==> config.mk <==
export PLATFORM = sky130hd
export DESIGN_NAME = store_buffer
export DESIGN_NICKNAME = d
export VERILOG_FILES = /design/src/rtl/mips_mem_pkg.sv /design/src/rtl/store_align.sv /design/src/rtl/store_buffer.sv
export SDC_FILE = /design/constraint.sdc
export NUM_CORES = 1
export LEC_CHECK = 0
export CORE_AREA = 2 2 172 174
export DETAILED_ROUTE_END_ITERATION = 8
export DIE_AREA = 0 0 174 176
export DONT_BUFFER_PORTS = 1
export PLACE_DENSITY_LB_ADDON = 0.25
export SYNTH_ARGS = -nofsm -noshare
export SYNTH_HDL_FRONTEND = slang
export SYNTH_SLANG_ARGS = --single-unit
==> constraint.sdc <==
create_clock -name clk -period 5.55 [get_ports clk]
set_input_delay 1.11 -clock clk [delete_from_list [all_inputs] [get_ports clk]]
set_output_delay 1.11 -clock clk [all_outputs]
set_load 0.01 [all_outputs]
==> src/rtl/mips_mem_pkg.sv <==
// Memory-side types shared by the store buffer and the load-extraction logic.
// Holds the access-size encoding, the buffered-store entry layout and the
// little-endian lane helpers that both directions must agree on.
package mips_mem_pkg;

    // Word-address width: byte-address bits [31:2].
    localparam int WORD_AW = 30;

    // Access size, identical to the encoding used by the load control.
    typedef enum logic [1:0] {
        SZ_WORD  = 2'b00,
        SZ_HALF  = 2'b01,
        SZ_BYTE  = 2'b10,
        SZ_BYTEU = 2'b11
    } st_size_e;

    // One buffered, already lane-aligned store.
    typedef struct packed {
        logic [WORD_AW-1:0] addr;
        logic [31:0]        data;
        logic [3:0]         be;
    } sb_entry_t;

    // True when an access of this size may start at byte offset off.
    function automatic logic size_aligned(input st_size_e sz, input logic [1:0] off);
        case (sz)
            SZ_WORD: return (off == 2'b00);
            SZ_HALF: return (off[0] == 1'b0);
            default: return 1'b1;
        endcase
    endfunction

    // Byte lanes touched by an access; bit i is byte lane i (little-endian).
    function automatic logic [3:0] lane_enables(input st_size_e sz, input logic [1:0] off);
        case (sz)
            SZ_WORD: return 4'b1111;
            SZ_HALF: return off[1] ? 4'b1100 : 4'b0011;
            default: return 4'b0001 << off;
        endcase
    endfunction

endpackage

==> src/rtl/store_align.sv <==
// Store alignment: turns a sized MEM-stage store into a word address,
// lane-replicated write data, byte enables and a misalignment flag.
// Purely combinational.
module store_align
    import mips_mem_pkg::*;
(
    input  logic [1:0]         st_size,
    input  logic [31:0]        st_addr,
    input  logic [31:0]        st_data,
    output logic [WORD_AW-1:0] word_addr,
    output logic [31:0]        wdata,
    output logic [3:0]         be,
    output logic               misaligned
);

    st_size_e   size;
    logic [1:0] off;

    assign size      = st_size_e'(st_size);
    assign off       = st_addr[1:0];
    assign word_addr = st_addr[31:2];

    // Replicate the narrow value into every lane so memory only needs the byte enables.
    always_comb begin
        // NOTE: every output of a combinational block gets a default first; a path
        // that leaves one unassigned would infer a latch.
        wdata      = st_data;
        be         = lane_enables(size, off);
        misaligned = !size_aligned(size, off);
        case (size)
            SZ_WORD: wdata = st_data;
            SZ_HALF: wdata = {2{st_data[15:0]}};
            default: wdata = {4{st_data[7:0]}};
        endcase
    end

endmodule

==> src/rtl/store_buffer.sv <==
// Store buffer: accepts SW/SH/SB from the MEM stage, aligns them, queues them
// in an in-order FIFO and drains the head to data memory over req/ack.
// Also reports loads that hit a pending store word so the hazard unit can stall.
module store_buffer
    import mips_mem_pkg::*;
#(
    parameter int DEPTH = 4,
    parameter int AW    = WORD_AW
) (
    input  logic          clk,
    input  logic          reset_n,
    // store request from MEM
    input  logic          st_valid,
    output logic          st_ready,
    input  logic [1:0]    st_size,
    input  logic [31:0]   st_addr,
    input  logic [31:0]   st_data,
    output logic          misalign,
    // load hazard probe
    input  logic          ld_check,
    input  logic [31:0]   ld_addr,
    output logic          ld_conflict,
    // drain port to data memory
    output logic          mem_req,
    output logic [AW-1:0] mem_addr,
    output logic [31:0]   mem_wdata,
    output logic [3:0]    mem_be,
    input  logic          mem_ack,
    output logic          empty
);

    localparam int PTR_W = $clog2(DEPTH);
    localparam int CNT_W = PTR_W + 1;

    // ------------------------------------------------------------------
    // Alignment of the incoming store
    // ------------------------------------------------------------------
    logic [WORD_AW-1:0] al_addr;
    logic [31:0]        al_data;
    logic [3:0]         al_be;
    logic               al_misaligned;

    store_align u_align (
        .st_size    (st_size),
        .st_addr    (st_addr),
        .st_data    (st_data),
        .word_addr  (al_addr),
        .wdata      (al_data),
        .be         (al_be),
        .misaligned (al_misaligned)
    );

    // ------------------------------------------------------------------
    // FIFO state
    // ------------------------------------------------------------------
    sb_entry_t        entries [DEPTH];
    logic [PTR_W-1:0] head;
    logic [PTR_W-1:0] tail;
    logic [CNT_W-1:0] count;
    logic             misalign_q;

    logic full;
    logic accept;
    logic push;
    logic pop;

    assign full     = (count == CNT_W'(DEPTH));
    assign empty    = (count == '0);
    // Derived from registered count only, so ready never waits on mem_ack.
    assign st_ready = !full;
    assign accept   = st_valid && st_ready;
    // A misaligned store still completes the handshake but is never queued.
    assign push     = accept && !al_misaligned;
    assign mem_req  = !empty;
    assign pop      = mem_req && mem_ack;
    assign misalign = misalign_q;

    // Pointer, occupancy and misalign-pulse bookkeeping.
    always_ff @(posedge clk or negedge reset_n) begin
        if (!reset_n) begin
            head       <= '0;
            tail       <= '0;
            count      <= '0;
            misalign_q <= 1'b0;
        end else begin
            // NOTE: sequential state uses non-blocking assignments so every register
            // samples the pre-edge values regardless of statement order.
            misalign_q <= accept && al_misaligned;
            if (push) begin
                tail <= tail + 1'b1;
            end
            if (pop) begin
                head <= head + 1'b1;
            end
            case ({push, pop})
                2'b10:   count <= count + 1'b1;
                2'b01:   count <= count - 1'b1;
                default: count <= count;
            endcase
        end
    end

    // Entry storage: written at the tail on push.
    always_ff @(posedge clk or negedge reset_n) begin
        if (!reset_n) begin
            // NOTE: the entry array is cleared on reset so a stale word address can
            // never show up on the drain port or match a load after reset.
            for (int i = 0; i < DEPTH; i++) begin
                entries[i] <= '0;
            end
        end else if (push) begin
            entries[tail] <= '{addr: al_addr, data: al_data, be: al_be};
        end
    end

    // Drain port: head entry while requesting, all zeros when idle.
    always_comb begin
        mem_addr  = '0;
        mem_wdata = '0;
        mem_be    = '0;
        if (mem_req) begin
            mem_addr  = AW'(entries[head].addr);
            mem_wdata = entries[head].data;
            mem_be    = entries[head].be;
        end
    end

    // Word-granular compare of the load against every occupied entry; the
    // entry being pushed this cycle is not yet occupied and so never matches.
    always_comb begin
        logic [PTR_W-1:0] rel;
        logic             hit;
        rel = '0;
        hit = 1'b0;
        for (int i = 0; i < DEPTH; i++) begin
            rel = PTR_W'(i) - head;
            if ((CNT_W'(rel) < count) && (entries[i].addr == ld_addr[31:2])) begin
                hit = 1'b1;
            end
        end
        ld_conflict = ld_check && hit;
    end

    // The byte offset of a load is irrelevant to a word-granular hazard.
    logic unused_ld_off;
    assign unused_ld_off = ^ld_addr[1:0];

endmodule

==> impl_results.html, run 1 <==
<table>
<tr><th>Metric</th><th>Value</th></tr>
<tr><th colspan="2">Floorplanning</th></tr>
<tr><td>Area of the placeable core</td><td>28500 sq um</td></tr>
<tr><td>FP Rows</td><td>62</td></tr>
<tr><td>Ports placed on the boundary</td><td>174</td></tr>
<tr><td>Die width</td><td>174 microns</td></tr>
<tr><td>Starting density of the core</td><td>0.490</td></tr>
<tr><td>Die height</td><td>176 microns</td></tr>
<tr><td>Area enclosed by the die boundary</td><td>30600 sq um</td></tr>
<tr><th colspan="2">Synthesis</th></tr>
<tr><td>Net count after synthesis</td><td>1197</td></tr>
<tr><td>Flop and latch count out of synthesis</td><td>272</td></tr>
<tr><td>Fraction of post-synthesis cell area in the top cell type by area</td><td>0.487</td></tr>
<tr><td>Library cell with the highest instance count after synthesis</td><td>dfrtp_1</td></tr>
<tr><td>Instance count of the mapped netlist</td><td>1084</td></tr>
<tr><td>Post-synth top cells</td><td>272 x dfrtp_1, 172 x mux2_2, 114 x xor2_1</td></tr>
<tr><td>Top post-synthesis cells by area</td><td>dfrtp_1 49%, mux2_2 14%, mux4_2 11%</td></tr>
<tr><td>Avg Synthesized Cell Area</td><td>12.9 sq um</td></tr>
<tr><td>Cell taking the most area after synthesis</td><td>dfrtp_1</td></tr>
<tr><td>Fraction of registers with async set or reset after synthesis</td><td>1.00</td></tr>
<tr><td>Number of enable flip-flop cells after synthesis</td><td>0</td></tr>
<tr><td>Number of warnings printed during yosys synthesis</td><td>0</td></tr>
<tr><td>Netlist area before placement</td><td>14000 sq um</td></tr>
<tr><td>Fraction of the yosys area taken by sequential cells</td><td>0.487</td></tr>
<tr><td>Unique cell type count in the Yosys netlist</td><td>34</td></tr>
<tr><td>Dominant register cell in the synthesized netlist</td><td>dfrtp_1</td></tr>
<tr><th colspan="2">Clock network</th></tr>
<tr><td>Count of hold buffers inserted by post-cts repair</td><td>0</td></tr>
<tr><td>Buffers inserted by post-CTS timing repair</td><td>0</td></tr>
<tr><td>Clock-pin slew reported for the worst setup and hold paths after clock tree synthesis</td><td>0.06 ns</td></tr>
<tr><td>Post-cts repair resize count</td><td>0</td></tr>
<tr><td>Number of sinks driven by the clock tree</td><td>272</td></tr>
<tr><td>CTS H-tree depth</td><td>1</td></tr>
<tr><td>CTS Buf Count</td><td>30</td></tr>
<tr><td>Clk Latency, worst-skew pair</td><td>0.55 ns</td></tr>
<tr><td>CTS tree</td><td>built</td></tr>
<tr><td>Clock Tree Buf Depth</td><td>3</td></tr>
<tr><td>Root Buffer Master</td><td>clkbuf_16</td></tr>
<tr><th colspan="2">STA</th></tr>
<tr><td>Final Critical Period</td><td>4.05 ns</td></tr>
<tr><td>Final worst-path cycle share</td><td>0.729</td></tr>
<tr><td>Maximum clock frequency</td><td>247 MHz</td></tr>
<tr><td>Setup repair after global routing missed its margin</td><td>no</td></tr>
<tr><td>Number of hold violations in the final report</td><td>0</td></tr>
<tr><td>Worst Skew</td><td>0.0144 ns</td></tr>
<tr><td>Number of pins with negative max-slew slack in the final report</td><td>0</td></tr>
<tr><td>Setup violations, final</td><td>0</td></tr>
<tr><td>Fin Setup TNS</td><td>0 ns</td></tr>
<tr><td>Least-Margin Pin Slew</td><td>1.11 ns</td></tr>
<tr><td>Worst max-slew margin expressed relative to the limit</td><td>0.257</td></tr>
<tr><th colspan="2">Global route</th></tr>
<tr><td>Global-route congestion overflow total</td><td>0</td></tr>
<tr><td>Number of global-route vias before repair</td><td>8895</td></tr>
<tr><td>Aggregate global-route resource usage</td><td>0.229</td></tr>
<tr><td>Number of antenna violations at the first check in global routing</td><td>0</td></tr>
<tr><td>First-pass GRT wire length</td><td>53900 microns</td></tr>
<tr><td>Maximum number of pins on one net before global-route repair</td><td>273</td></tr>
<tr><th colspan="2">Cells and area</th></tr>
<tr><td>Post-route cell area</td><td>15000 sq um</td></tr>
<tr><td>Antenna cell count</td><td>0</td></tr>
<tr><td>Layout overhead on the synthesized area</td><td>7.58%</td></tr>
<tr><td>Number of standard cells in the final layout excluding fillers</td><td>1460</td></tr>
<tr><td>Share of post-route cells with drive strength above 1</td><td>0.278</td></tr>
<tr><td>Layout net count</td><td>1172</td></tr>
<tr><td>Fillers</td><td>2482</td></tr>
<tr><td>Utilization after layout</td><td>0.527</td></tr>
<tr><th colspan="2">Worst setup path</th></tr>
<tr><td>Worst-path maximum fanout</td><td>39</td></tr>
<tr><td>List of cells traversed by the critical path</td><td>buf_4, mux4_2, nor2b_1</td></tr>
<tr><td>Worst setup path class</td><td>reg2out</td></tr>
<tr><td>Arrival time worst endpoint</td><td>2.94 ns</td></tr>
<tr><td>Worst path max stage delay</td><td>0.96 ns</td></tr>
<tr><td>Cell with the biggest individual delay on the critical path</td><td>dfrtp_4</td></tr>
<tr><td>CP Data Required Time</td><td>4.44 ns</td></tr>
<tr><td>Endpoint kind of the worst setup timing path</td><td>primary output</td></tr>
<tr><td>Startpoint type of the worst setup path</td><td>flop</td></tr>
<tr><th colspan="2">Detailed routing</th></tr>
<tr><td>Mean number of vias per cell</td><td>5.76</td></tr>
<tr><td>Drt drc</td><td>0</td></tr>
<tr><td>DRT iter0 DRCs</td><td>449</td></tr>
<tr><td>Wire length reported by the detailed router</td><td>34500 microns</td></tr>
<tr><td>Final ANT Viol Nets</td><td>0</td></tr>
<tr><td>TritonRoute pass-1 iters</td><td>4</td></tr>
<tr><td>Vias post-DR</td><td>8414</td></tr>
<tr><td>Wirelength per Cell</td><td>23.7 microns</td></tr>
<tr><th colspan="2">Power</th></tr>
<tr><td>Comb power frac</td><td>0.402</td></tr>
<tr><td>Part of the total power dissipated in the clock network</td><td>0.196</td></tr>
<tr><td>Internal cell power</td><td>6050 uW</td></tr>
<tr><td>Switching part of the total power</td><td>0.357</td></tr>
<tr><td>Switching power total</td><td>3360 uW</td></tr>
<tr><td>Sequential cell fraction of total power</td><td>0.402</td></tr>
<tr><td>Maximum ir drop on the vdd rail</td><td>0.287 mV</td></tr>
<tr><td>Power per standard cell area</td><td>625 nW/um^2</td></tr>
<tr><td>Leakage power</td><td>0.00651 uW</td></tr>
<tr><th colspan="2">Place</th></tr>
<tr><td>Placer's final routability congestion estimate</td><td>0.847</td></tr>
<tr><td>Half-perimeter wire length after placement</td><td>22800 microns</td></tr>
<tr><td>I/O Buffers</td><td>0</td></tr>
<tr><td>Number of placed instances with taps included</td><td>1411</td></tr>
<tr><td>Placed standard-cell area</td><td>14100 sq um</td></tr>
<tr><th colspan="2">Outcome</th></tr>
<tr><td>Outcome</td><td>complete, no violations</td></tr>
<tr><th colspan="2">Job</th></tr>
<tr><td>Number of maximum-capacitance constraint violations</td><td>0</td></tr>
<tr><th colspan="2">Worst hold path</th></tr>
<tr><td>Class of the tightest hold or removal check</td><td>in2async</td></tr>
</table>
==> worst max-delay path: cells and delay by family, from the launching register on <==
family | cells | cell delay (ns)
flip-flops | 1 | 0.96
multiplexers | 1 | 0.62
buffers and inverters | 1 | 0.59
AND/OR/NAND/NOR | 1 | 0.19
==> metal layers <==
metal,track usage,share of wire,vias to the layer above
met5,0,0,-
met4,0.0844,0.038,0
met3,0.0584,0.069,62
met2,0.376,0.48,224
met1,0.295,0.41,4332
li1,-,-,3796
==> sequential cells by signal (all words and copies together), names as in the netlist <==
| register | count |
|---|---|
| misalign | 1 |
| entries | 264 |
| tail | 2 |
| head | 2 |
| count | 3 |
==> cell usage in the layout, fill, tap and decap left out, types with 8 or more instances in the layout <==
master / Yosys / routed
dfrtp_1: 272 / 270
mux2_2: 172 / 172
xor2_1: 114 / 114
nand2_1: 95 / 95
o21ai_0: 94 / 94
nor2b_1: 67 / 67
mux4_2: 66 / 66
clkbuf_16: 0 / 31
nor4_1: 24 / 24
mux2i_1: 23 / 23
inv_1: 14 / 13
xnor2_1: 13 / 13
a21oi_1: 12 / 12
clkbuf_1: 21 / 12
ha_1: 9 / 9
nand4_1: 8 / 8
mux2_4: 8 / 8
buf_4: 25 / 8
==> final cells by class <==
type | instances | area, sq um | area share
Inverter | 14 | 52.6 | 0.00349
Clock buffer | 48 | 890 | 0.0591
Multi-Input combinational cell | 733 | 6740 | 0.448
Timing Repair Buffer | 8 | 60.1 | 0.00399
Clock inverter | 1 | 5.00 | 0.000333
Sequential cell | 272 | 6810 | 0.453
Tap cell | 384 | 480 | 0.0319
==> per-stage QoR <==
stage / setup WS, ns / total power [uW] / hold slack [ns]
final: 1.50 / 9410 / 0.278
after CTS: 1.40 / 9510 / 0.241
after global routing: 1.32 / 10000 / 0.249
after global placement: 1.68 / 7530 / 0.457
after floorplan: 2.29 / 6710 / 0.444
after detailed placement: 1.68 / 7630 / 0.468
==> power by group through the flow <==
stage          logic [uW]  registers [uW]  clock network, uW
2_1_floorplan        3270            3440                  0
3_5_place_dp         3810            3820                  0
4_1_cts              3830            3790               1890
5_1_grt              4120            3930               1960
3_3_place_gp         3760            3780                  0
6_report             3780            3780               1840
==> kinds of logic after synthesis <==
kind of cell,share of synthesized area
flops,0.487
mux,0.270
simple gates,0.0799
xor+xnor,0.0796
compound gates,0.0415
buf+inv,0.0328
fa+ha+maj,0.00949
==> final timing paths <==
check | start | end | slack (ns) | depth (start not counted)
worst max register to register | count[0] | entries[190] | 2.56 | 5
min in group clk | entries[21] | entries[21] | 0.47 | 2
worst max-delay path | head[0] | mem_addr[6] | 1.50 | 3
worst min-delay path | reset_n | entries[84] | 0.28 | 0
max in group asynchronous | reset_n | head[1] | 4.32 | 0
worst min register to register | entries[21] | entries[21] | 0.47 | 2
Power figures use the tool's default switching activity.
==> run 2, diff against run 1 <==
==> constraint.sdc (replaced) <==
create_clock -name clk -period 3.8 [get_ports clk]
set_input_delay 0.76 -clock clk [delete_from_list [all_inputs] [get_ports clk]]
set_output_delay 0.76 -clock clk [all_outputs]
set_load 0.01 [all_outputs]
==> impl_results.html, run 2 (synthesis gave the netlist of run 1 again) <==
<table>
<tr><th>Metric</th><th>Value</th></tr>
<tr><th colspan="2">Clock network</th></tr>
<tr><td>CTS H-tree depth</td><td>1 (unchanged)</td></tr>
<tr><td>Clk Latency, worst-skew pair</td><td>0.55 ns (about the same)</td></tr>
<tr><td>Clock Tree Buf Depth</td><td>3 (unchanged)</td></tr>
<tr><td>Number of sinks driven by the clock tree</td><td>272 (unchanged)</td></tr>
<tr><td>Post-cts repair resize count</td><td>0 (unchanged)</td></tr>
<tr><td>Clock-pin slew reported for the worst setup and hold paths after clock tree synthesis</td><td>0.06 ns (about the same)</td></tr>
<tr><td>Root Buffer Master</td><td>clkbuf_16 (unchanged)</td></tr>
<tr><td>CTS tree</td><td>built (unchanged)</td></tr>
<tr><td>Buffers inserted by post-CTS timing repair</td><td>0 (unchanged)</td></tr>
<tr><td>CTS Buf Count</td><td>31 (was 30)</td></tr>
<tr><th colspan="2">Global route</th></tr>
<tr><td>Global-route congestion overflow total</td><td>0 (unchanged)</td></tr>
<tr><td>Number of global-route vias before repair</td><td>9101 (was 8895)</td></tr>
<tr><td>First-pass GRT wire length</td><td>54500 microns (was 53900 microns)</td></tr>
<tr><td>Number of antenna violations at the first check in global routing</td><td>0 (unchanged)</td></tr>
<tr><td>Maximum number of pins on one net before global-route repair</td><td>273 (unchanged)</td></tr>
<tr><td>Aggregate global-route resource usage</td><td>0.232 (was 0.229)</td></tr>
<tr><th colspan="2">Detailed routing</th></tr>
<tr><td>Wirelength per Cell</td><td>23.7 microns (about the same)</td></tr>
<tr><td>DRT iter0 DRCs</td><td>390 (was 449)</td></tr>
<tr><td>Final ANT Viol Nets</td><td>0 (unchanged)</td></tr>
<tr><td>Drt drc</td><td>0 (unchanged)</td></tr>
<tr><td>Mean number of vias per cell</td><td>5.75 (was 5.76)</td></tr>
<tr><td>Wire length reported by the detailed router</td><td>34900 microns (was 34500 microns)</td></tr>
<tr><td>TritonRoute pass-1 iters</td><td>4 (unchanged)</td></tr>
<tr><td>Vias post-DR</td><td>8467 (was 8414)</td></tr>
<tr><th colspan="2">Place</th></tr>
<tr><td>Worst setup timing slack at the placement stage</td><td>0.725 ns (was 1.68 ns)</td></tr>
<tr><td>Placer's final routability congestion estimate</td><td>0.829 (was 0.847)</td></tr>
<tr><td>I/O Buffers</td><td>0 (unchanged)</td></tr>
<tr><td>Half-perimeter wire length after placement</td><td>23200 microns (was 22800 microns)</td></tr>
<tr><th colspan="2">Worst setup path</th></tr>
<tr><td>Critical Path Start</td><td>head[1] (was head[0])</td></tr>
<tr><td>Register-to-Register Setup Slack</td><td>1.03 ns (was 2.56 ns)</td></tr>
<tr><td>Worst setup endpoint</td><td>ld_conflict (was mem_addr[6])</td></tr>
<tr><td>Worst setup path class</td><td>reg2out (unchanged)</td></tr>
<tr><td>Worst R2R End</td><td>count[2] (was entries[190])</td></tr>
<tr><td>Arrival time worst endpoint</td><td>2.69 ns (was 2.94 ns)</td></tr>
<tr><td>FF-to-FF Start</td><td>count[2] (was count[0])</td></tr>
<tr><td>Startpoint type of the worst setup path</td><td>flop (unchanged)</td></tr>
<tr><td>Worst-path maximum fanout</td><td>35 (was 39)</td></tr>
<tr><td>CP Data Required Time</td><td>3.04 ns (was 4.44 ns)</td></tr>
<tr><td>Endpoint kind of the worst setup timing path</td><td>primary output (unchanged)</td></tr>
<tr><td>Worst Reg-to-Reg Cells</td><td>10 (was 5)</td></tr>
<tr><th colspan="2">STA</th></tr>
<tr><td>Maximum clock frequency</td><td>290 MHz</td></tr>
<tr><td>Fin worst setup slack</td><td>0.348 ns (was 1.50 ns)</td></tr>
<tr><td>Number of pins with negative max-slew slack in the final report</td><td>0 (unchanged)</td></tr>
<tr><td>Number of hold violations in the final report</td><td>122 (was 0)</td></tr>
<tr><td>Worst max-slew margin expressed relative to the limit</td><td>0.382 (was 0.257)</td></tr>
<tr><td>Worst Skew</td><td>0.00688 ns (was 0.0144 ns)</td></tr>
<tr><td>Least-Margin Pin Slew</td><td>0.924 ns (was 1.11 ns)</td></tr>
<tr><td>Worst hold margin</td><td>-0.0823 ns (was 0.278 ns)</td></tr>
<tr><td>Final worst-path cycle share</td><td>0.908</td></tr>
<tr><td>Final Critical Period</td><td>3.45 ns</td></tr>
<tr><td>Setup violations, final</td><td>0 (unchanged)</td></tr>
<tr><td>Setup repair after global routing missed its margin</td><td>no (unchanged)</td></tr>
<tr><td>Fin Setup TNS</td><td>0 ns (unchanged)</td></tr>
<tr><th colspan="2">Cells and area</th></tr>
<tr><td>Number of flip-flops under the largest register name</td><td>264 (unchanged)</td></tr>
<tr><td>Utilization after layout</td><td>0.537 (was 0.527)</td></tr>
<tr><td>Layout overhead on the synthesized area</td><td>9.62% (was 7.58%)</td></tr>
<tr><td>Fillers</td><td>2445 (was 2482)</td></tr>
<tr><td>Registers with the most flip-flops</td><td>entries: 264 flops, count: 3 flops (unchanged)</td></tr>
<tr><td>Biggest register</td><td>entries (unchanged)</td></tr>
<tr><td>Share of post-route cells with drive strength above 1</td><td>0.294 (was 0.278)</td></tr>
<tr><td>Most common library cell in the layout ignoring fill and taps</td><td>dfrtp_1 (unchanged)</td></tr>
<tr><td>Antenna cell count</td><td>0 (unchanged)</td></tr>
<tr><td>Layout net count</td><td>1178 (was 1172)</td></tr>
<tr><td>Commonest cells after routing, fill and taps aside</td><td>270 x dfrtp_1, 172 x mux2_2, 114 x xor2_1 (unchanged)</td></tr>
<tr><th colspan="2">Outcome</th></tr>
<tr><td>Outcome</td><td>finished, violations left (was complete, no violations)</td></tr>
<tr><td>Violations in the final reports</td><td>hold timing</td></tr>
<tr><th colspan="2">Floorplanning</th></tr>
<tr><td>FP Rows</td><td>62 (unchanged)</td></tr>
<tr><td>Area of the placeable core</td><td>28500 sq um (unchanged)</td></tr>
<tr><td>Die height</td><td>176 microns (unchanged)</td></tr>
<tr><td>Die width</td><td>174 microns (unchanged)</td></tr>
<tr><td>Area enclosed by the die boundary</td><td>30600 sq um (unchanged)</td></tr>
<tr><td>Starting density of the core</td><td>0.490 (unchanged)</td></tr>
<tr><td>Ports placed on the boundary</td><td>174 (unchanged)</td></tr>
<tr><th colspan="2">Job</th></tr>
<tr><td>Number of maximum-capacitance constraint violations</td><td>0 (unchanged)</td></tr>
<tr><th colspan="2">Power</th></tr>
<tr><td>Maximum ir drop on the vdd rail</td><td>0.571 mV (was 0.287 mV)</td></tr>
<tr><td>Power per standard cell area</td><td>932 nW/um^2 (was 625 nW/um^2)</td></tr>
<tr><td>Leakage power</td><td>0.00666 uW (was 0.00651 uW)</td></tr>
<tr><th colspan="2">Worst hold path</th></tr>
<tr><td>Class of the tightest hold or removal check</td><td>in2async (unchanged)</td></tr>
</table>
-- run 2: cell types whose count changed in the layout (fill, tap and decap cells not counted), moves of 4 or more --
cell / before / now
clkbuf_8: 5 / 9
buf_12: 0 / 4
bufinv_16: 0 / 4
clkinv_2: 1 / 6
clkbuf_1: 12 / 4
-- run 2: layout make-up --
| class | count | area (sq um) | share of cell area |
|---|---|---|---|
| sequential | 272 | 6810 | 0.445 |
| clock inverter | 13 | 178 | 0.0116 |
| inverter | 14 | 52.6 | 0.00343 |
| multi-input combinational | 733 | 6740 | 0.440 |
| clock buffer | 44 | 915 | 0.0597 |
| tap | 384 | 480 | 0.0313 |
| timing repair buffer | 13 | 148 | 0.00963 |
-- run 2: report_power, final --
group	total, uW	switching, uW	internal (uW)
Clock	3140	1200	1940
Combinational	5690	2710	2980
Sequential	5450	1130	4320
Total	14300	5040	9250
-- run 2: worst max-delay path, stage by stage, from the launching register on --
cell,delay (ns)
dfrtp_4,0.81
xor2_1,0.24
inv_1,0.07
ha_1,0.18
a21oi_1,0.16
nand4_1,0.10
a2111oi_0,0.30
or4_1,0.28
-- run 2: worst min path at each step --
stage	end	startpoint	slack (ns)	cells after the start
after CTS	misalign	reset_n	-0.12	0
final	entries[150]	reset_n	-0.08	0
after global routing	entries[150]	reset_n	-0.11	0
after detailed placement	misalign	reset_n	0.47	0
after floorplan	entries[101]	entries[101]	0.44	2
after global placement	entries[215]	entries[215]	0.46	2
-- run 2: routing by layer --
| metal | up-vias | track usage | part of all wire |
|---|---|---|---|
| met4 | 0 | 0.0963 | 0.042 |
| met3 | 63 | 0.0618 | 0.070 |
| met1 | 4363 | 0.291 | 0.40 |
| li1 | 3804 | - | - |
| met2 | 237 | 0.385 | 0.48 |
| met5 | - | 0 | 0 |
-- run 2: per-stage QoR --
stage               total power [uW]  hold WS [ns]  area (sq um)  cells
CTS                            14400        -0.124         15300   1473
global route                   15200        -0.112         15300   1473
finish                         14300       -0.0823         15300   1473
global placement               11100         0.457         14200   1416
floorplan                       9810         0.444         14000   1084
detailed placement             11200         0.466         14200   1416
